<file path="src/rtl/multi_ch_fifo_bank.sv">
// multi_ch_fifo_bank: NCH independent show-ahead synchronous FIFOs on mem_clk.
// Adds per-channel occupancy, almost-full/empty flags, sticky errors, flush.
//
// Ports:
//   mem_clk      clock, all state changes on the rising edge
//   rst_n        asynchronous active-low reset (pointers, counts, errors)
//   w_en/wdata   per-channel push request and data (channel i at i*DSIZE)
//   r_en         per-channel pop request
//   flush        per-channel synchronous empty, overrides w_en/r_en
//   err_clr      clears every sticky error flag
//   rdata        per-channel head entry, 0 while the channel is empty
//   full/empty   count == depth / count == 0
//   almost_*     count >= AF_TH / count <= AE_TH
//   count        per-channel occupancy (channel i at i*(ASIZE+1))
//   overflow     sticky: push seen while full
//   underflow    sticky: pop seen while empty
module multi_ch_fifo_bank #(
   parameter int NCH   = 4,
   parameter int DSIZE = 8,
   parameter int ASIZE = 4,
   parameter int AF_TH = 12,
   parameter int AE_TH = 2
) (
   input  logic                     mem_clk,
   input  logic                     rst_n,
   input  logic [NCH-1:0]           w_en,
   input  logic [NCH*DSIZE-1:0]     wdata,
   input  logic [NCH-1:0]           r_en,
   input  logic [NCH-1:0]           flush,
   input  logic                     err_clr,
   output logic [NCH*DSIZE-1:0]     rdata,
   output logic [NCH-1:0]           full,
   output logic [NCH-1:0]           empty,
   output logic [NCH-1:0]           almost_full,
   output logic [NCH-1:0]           almost_empty,
   output logic [NCH*(ASIZE+1)-1:0] count,
   output logic [NCH-1:0]           overflow,
   output logic [NCH-1:0]           underflow
);

   localparam int DEPTH = 2**ASIZE;
   localparam int CW    = ASIZE + 1;

   localparam logic [CW-1:0] FULL_C = CW'(DEPTH);
   localparam logic [CW-1:0] AF_C   = CW'(AF_TH);
   localparam logic [CW-1:0] AE_C   = CW'(AE_TH);

   logic [NCH-1:0] ovf_q, ovf_d;
   logic [NCH-1:0] unf_q, unf_d;

   for (genvar i = 0; i < NCH; i++) begin : g_ch
      logic [DSIZE-1:0] mem_q [DEPTH];
      logic [ASIZE-1:0] wptr_q, wptr_d;
      logic [ASIZE-1:0] rptr_q, rptr_d;
      logic [CW-1:0]    cnt_q, cnt_d;
      logic             full_c, empty_c;
      logic             wr_acc, rd_acc;

      // Acceptance is judged on the registered count only, so a push
      // into a full channel is dropped even if a pop frees a slot.
      always_comb begin
         full_c  = (cnt_q == FULL_C);
         empty_c = (cnt_q == '0);
         wr_acc  = w_en[i] & ~full_c & ~flush[i];
         rd_acc  = r_en[i] & ~empty_c & ~flush[i];
         wptr_d  = wptr_q;
         rptr_d  = rptr_q;
         cnt_d   = cnt_q;
         if (flush[i]) begin
            wptr_d = '0;
            rptr_d = '0;
            cnt_d  = '0;
         end else begin
            if (wr_acc) wptr_d = wptr_q + ASIZE'(1);
            if (rd_acc) rptr_d = rptr_q + ASIZE'(1);
            if (wr_acc & ~rd_acc) begin
               cnt_d = cnt_q + CW'(1);
            end else if (rd_acc & ~wr_acc) begin
               cnt_d = cnt_q - CW'(1);
            end
         end
      end

      always_ff @(posedge mem_clk or negedge rst_n) begin
         if (!rst_n) begin
            wptr_q <= '0;
            rptr_q <= '0;
            cnt_q  <= '0;
         end else begin
            wptr_q <= wptr_d;
            rptr_q <= rptr_d;
            cnt_q  <= cnt_d;
         end
      end

      // Storage is deliberately left out of reset.
      always_ff @(posedge mem_clk) begin
         if (wr_acc) mem_q[wptr_q] <= wdata[i*DSIZE +: DSIZE];
      end

      assign full[i]         = full_c;
      assign empty[i]        = empty_c;
      assign almost_full[i]  = (cnt_q >= AF_C);
      assign almost_empty[i] = (cnt_q <= AE_C);
      assign count[i*CW +: CW] = cnt_q;
      assign rdata[i*DSIZE +: DSIZE] =
         empty_c ? '0 : mem_q[rptr_q];
   end

   // A new error in the same cycle as err_clr must survive the clear.
   always_comb begin
      ovf_d = (ovf_q & ~{NCH{err_clr}}) | (w_en & full & ~flush);
      unf_d = (unf_q & ~{NCH{err_clr}}) | (r_en & empty & ~flush);
   end

   always_ff @(posedge mem_clk or negedge rst_n) begin
      if (!rst_n) begin
         ovf_q <= '0;
         unf_q <= '0;
      end else begin
         ovf_q <= ovf_d;
         unf_q <= unf_d;
      end
   end

   assign overflow  = ovf_q;
   assign underflow = unf_q;

endmodule

</file>
<file path="config.mk">
export PLATFORM = sky130hd
export DESIGN_NAME = multi_ch_fifo_bank
export DESIGN_NICKNAME = d
export VERILOG_FILES = /design/src/rtl/multi_ch_fifo_bank.sv
export SDC_FILE = /design/constraint.sdc
export NUM_CORES = 1
export LEC_CHECK = 0
export CAP_MARGIN = 0
export CORE_MARGIN = 1.5
export CORE_UTILIZATION = 45
export DETAILED_ROUTE_END_ITERATION = 16
export GPL_ROUTABILITY_DRIVEN = 0
export MAX_ROUTING_LAYER = met4
export PLACE_DENSITY = 0.63
export SYNTH_ARGS = -nofsm -noshare
export SYNTH_HDL_FRONTEND = slang
export SYNTH_SLANG_ARGS = --single-unit
</file>
<file path="constraint.sdc">
create_clock -name mem_clk -period 4.8 [get_ports mem_clk]
set_input_delay 0.96 -clock mem_clk [delete_from_list [all_inputs] [get_ports mem_clk]]
set_output_delay 0.96 -clock mem_clk [all_outputs]
set_load 0.02 [all_outputs]
</file>
# --- Yosys cells after proc, flatten, opt, wreduce, memory -nomap -nowiden ---
# Memory sizes are Yosys's and may differ from the RTL's.
# Index checks and enable logic that the tools add are counted.
word_totals:
  register_bits: 60
  memories: 4
  latch_bits: 0
  elab_cells: 156
  output_inout_bits: 76
  in_bits: 47
  romBits: 0
  ram_bits: 512
memory_table:
  columns: ["name", "depth", "width", "rd", "rd_ports_with_merged_regs", "wr", "line_no", "text"]
  rows:
  - ["g_ch[0].mem_q", 16, 8, 1, 0, 1, "52", "logic [DSIZE-1:0] mem_q [DEPTH];"]
  - ["g_ch[1].mem_q", 16, 8, 1, 0, 1, "52", null]
  - ["g_ch[2].mem_q", 16, 8, 1, 0, 1, "52", null]
  - ["g_ch[3].mem_q", 16, 8, 1, 0, 1, "52", null]
classes:
  mux: 40
  n_bitwise: 54
  n_reduce_logical: 16
  n_mul: 0
  eq_ne: 4
  n_shift: 0
  div_mod_pow: 0
  n_lt_le_gt_ge: 8
  addsub: 16
op_table:
  columns: ["operator", "n"]
  rows:
  - ["2-to-1 mux 4 bit", 16]
  - ["2-to-1 mux 5 bit", 12]
  - ["adder 4 x 1 -> 4 bit (second input constant)", 8]
  - ["2-to-1 mux 8 bit", 4]
  - ["AND 1 bit", 24]
  - ["AND 4 bit", 6]
  - ["adder 5 x 1 -> 5 bit (second input constant)", 4]
  - ["equality test 5 bit (second input constant)", 4]
  - ["greater-or-equal comparator 5 x 4 -> 1 bit (second input constant)", 4]
  - ["<= comparator 5 x 2 -> 1 bit (second input constant)", 4]
  - ["logical NOT 5 bit", 4]
  - ["inverter 1 bit", 20]
  - ["subtractor 5 x 1 -> 5 bit (second input constant)", 4]
  - ["nonzero test 2 bit", 8]
  - ["nonzero test 3 bit", 4]
  - ["2-to-1 mux 1 bit", 8]
  - ["inverter 4 bit", 2]
  - ["bitwise OR 4 bit", 2]

# --- Depth between registers and ports, before layout ---
# Gate-level depths: netlist of run 1.
logic_depth:
  word_depth: 9
  mapped_depth: 11
  mapped_depth_nobuf: 11

# --- Least setup slack after synthesis of run 1 ---
# OpenSTA, ideal clock, no wires.
synth_timing:
  path_kind: "reg-to-reg"
  start: "reg g_ch[1].cnt_q[0]"
  end: "reg g_ch[1].cnt_q[4]"
  path_buffers: 0
  required_ns: 4.718
  arrival_time_ns: 2.820
  setup_slack_ns: 1.898
  period_less_slack_ns: 2.902
  path_stages_with_launch: 10
  setup_ns: 0.082
  cell_sequence: "dfrtp_1 or4_4 o21ai_4 nand2_1 fa_1 nand3_1 nand2_1 and3_1 or3b_2 a31oi_1"
synth_via:
  elab_chain_len: 8
  word_cells_on_any_way: 18
  classes_between: "add/sub (2); eq/ne (1); mux (3); bitwise (10); reduce/logical (2)"
synth_lines:
  columns: ["item", "line_no", "text"]
  rows:
  - ["from (decl)", "55", "logic [CW-1:0] cnt_q, cnt_d;"]
  - ["from (signal assigned)", "92", "cnt_q <= cnt_d;"]
  - ["branches (longest 8 deep; another with subtractor 5 x 1 -> 5 bit)", null, null]
# Several ways; the timed one is not identified. The select of a mux whose other input is x is not followed.
# A chain may end at the register's enable or synchronous reset.

# --- Worst setup path after layout of run 1 ---
layout_timing:
  start: "reg g_ch[1].rptr_q[0]"
  end: "out rdata[14]"
layout_via:
  elab_chain_len: 2
layout_lines:
  columns: ["item", "line_no", "text"]
  rows:
  - ["from (decl)", "54", "logic [ASIZE-1:0] rptr_q, rptr_d;"]
  - ["from (signal assigned)", "91", "rptr_q <= rptr_d;"]
  - ["memory read (16 x 8 bit)", null, null]
  - ["2-to-1 mux 8 bit", "107", "empty_c ? '0 : mem_q[rptr_q];"]
  - ["to (decl)", "31", "output logic [NCH*DSIZE-1:0] rdata,"]
# Every way passes these cells.

==> qor.txt, run 1 <==
Crit path capture: rdata[14]
DRT iter0 DRCs: 757
Synthesized area: 23580 µm²
CP Data Required Time: 3.84 ns
Final #Nets: 1520
Max-cap violations: 0
Yosys warnings: 0
WS Path Type: flop to output pin
Post-CTS Hold Buffers: 0
Flop2flop setup slack: 1.63 ns
RR Startpoint: g_ch[1].cnt_q[0]
Post-DP HPWL: 31.35 mm
Layout cells sized above 1: 18.93%
Core area: 51510 µm²
Root Driver: clkbuf_16
Clock slew at reported path FFs: 0.06 ns
Final Skew: 0.01740 ns
IO buf count: 122
Tcrit/Tclk final: 87.78%
EDFF count, synth: 512
Syn nets: 1364
GR Overflow Total: 0
Post-Synthesis Cells: 1277
Gr usage total: 19.07%
Synth-to-layout area growth: 16.73%
Largest net degree at the start of global routing: 61
First-pass iteration count of the detailed router: 4
Maximum vdd drop: 0.3545 mV
Hold Violations, Final: 0
Die Y: 231.9 µm
Crit. Startpoint: g_ch[1].rptr_q[0]
Post-synthesis sequential area ratio: 71.58%
Final ANT Viol Nets: 0
Slew Limit Fails: 0
Leading cell type in the layout, fill and taps excluded: edfxtp_1
Post-route minimum period: 4.214 ns
Slew @ Worst Pin: 1.091 ns
Antenna Cells: 0
First-pass GRT wire length: 74.69 mm
Synth Flop Type: edfxtp_1
Flops & latches, synth: 572
Initial antenna violation count: 0
Clock Latency Late Sink: 0.60 ns
P_leak: 8.919 nW
Htree depth: 2
Total CTS buffers: 59
Netlist cell types: 46
Placement Rows: 83
Endpoint class of the critical path: output pin
CTS tree: built
Die W: 231.9 µm
Gates resized, CTS repair: 0
Startpoint Class: flop
Io pins: 123
Most frequent cells in the layout: edfxtp_1, mux4_2, clkdlybuf4s50_1, nor2_1, mux2i_1
Vias in the first global route: 12490
RSZ-0062 raised after global routing: no
Routed wire length: 48.42 mm
Slew headroom: 27.25%
Reg2Reg Depth: 12
Setup TNS: 0 ns
Clock Sinks: 572
Crit path DAT: 3.25 ns
Vias post-DR: 11890
Initial Utilization: 45.77%
R2R Path End: g_ch[1].cnt_q[4]
Worst-path fanout max: 18
DRC Markers: 0
PD cells: 534.9 nW/µm²
CTS Buffer Depth: 3
Avg Cell Area, Syn: 18.46 µm²
Status: finished, final reports clean
Hold WC Path Type: primary input to async pin
Fillers: 4089
Die Area: 53770 µm²
Vias per inst: 5.506
Post-CTS Setup Inserts: 0
WHS: 0.4528 ns
Peak Freq: 237.3 MHz
Asr flop ratio synth: 10.49%
Per-cell routed wire length: 22.42 µm
Final setup viols: 0
metrics by stage:
step	power (mW)	utilization, %	worst slack [ns]	cells	instance area (µm²)
finish	14.72	53.43	0.5865	2159	27520
floorplan	8.876	-	1.898	1277	23580
CTS	14.91	53.43	0.5242	2159	27520
detailed placement	10.50	49.81	1.018	2052	25660
global route	15.41	53.43	0.4481	2159	27520
global placement	10.44	49.81	1.144	2052	25660
critical path, cell delays in order (launching register included):
cell,delay (ns)
dfrtp_2,0.80
buf_4,0.35
mux4_2,0.51
mux2i_1,0.27
o22ai_1,0.15
clkdlybuf4s50_1,0.56
worst min-delay path by stage:
| stage | startpoint | endpoint | slack (ns) | depth (start not counted) |
|---|---|---|---|---|
| final | rst_n | g_ch[0].wptr_q[3] | 0.45 | 1 |
| after global routing | rst_n | g_ch[0].cnt_q[0] | 0.51 | 1 |
| after CTS | rst_n | g_ch[0].cnt_q[1] | 0.46 | 1 |
| after detailed placement | underflow[2] | underflow[2] | 0.51 | 2 |
| after global placement | underflow[2] | underflow[2] | 0.50 | 2 |
| after floorplan | g_ch[1].rptr_q[3] | g_ch[1].rptr_q[3] | 0.53 | 2 |
sequential cells by signal, summed over array words and instances (netlist names):
name / cells
overflow: 4
g_ch.wptr_q: 16
g_ch.mem_q: 512
g_ch.cnt_q: 20
underflow: 4
g_ch.rptr_q: 16
power by group:
part / internal (mW) / switching [mW] / leakage [nW] / total (mW)
clock: 2.58 / 1.82 / 0.901 / 4.40
combinational: 2.11 / 2.22 / 2.60 / 4.33
sequential: 5.62 / 0.362 / 5.41 / 5.99
routing by layer:
layer,vias up,wire (µm),GRT usage (%)
met4,0,959,5.134
met1,6166,21700,25.91
li1,5398,-,-
met2,255,23640,30.04
met3,68,2112,3.205
met5,-,0,-
area by class of cell:
type | instances | area [µm²] | share of cell area, %
Clock buffer | 83 | 1639 | 5.956
Clock inverter | 24 | 225.2 | 0.8184
Inverter | 29 | 108.9 | 0.3955
Multi-Input combinational cell | 608 | 6264 | 22.76
Sequential cell | 572 | 16880 | 61.34
Tap cell | 680 | 850.8 | 3.092
Timing Repair Buffer | 163 | 1551 | 5.638
cells in the mapped netlist, types with 3 or more instances:
library cell  number  share of area (%)
a2111oi_0          4               0.15
a211oi_1           6               0.19
a21o_1             5               0.16
a21oi_1           21               0.45
a31oi_1            3              0.080
and2_1             4               0.11
buf_1              5              0.080
buf_2             20               0.42
buf_4             12               0.38
clkbuf_1          30               0.48
dfrtp_1           60                6.4
edfxtp_1         512                 65
fa_1               4               0.34
ha_1              36                1.9
inv_1             29               0.46
mux2i_1           72                3.1
mux4_2           128                 12
nand2_1           52               0.83
nand2b_1          19               0.50
nand3_1           21               0.45
nand4_1            5               0.13
nor2_1            99                1.6
nor3_1            16               0.34
nor3_2             4               0.17
nor4_2             3               0.16
o21ai_0            5               0.11
o21ai_4            4               0.28
o22ai_1           35               0.93
o32ai_1            5               0.19
or3_1              3              0.080
or4_4              4               0.19
xnor2_1            9               0.33
xnor2_2            4               0.28
xor2_1            20               0.74
cell families after synthesis:
logic type / after synthesis / share of synthesized area [%]
xor+xnor: 33 / 1.353
mux: 200 / 15.28
buf+inv: 97 / 1.847
fa+ha+maj: 40 / 2.250
flops: 572 / 71.58
simple gates: 239 / 4.867
compound gates: 96 / 2.813
Power figures use the tool's default switching activity.
==> run 2, diff against run 1 <==
TNS_END_PERCENT = 50   (was default)
==> results of run 2 <==
No change in the layout: final DEF, timing and power equal those of run 1.
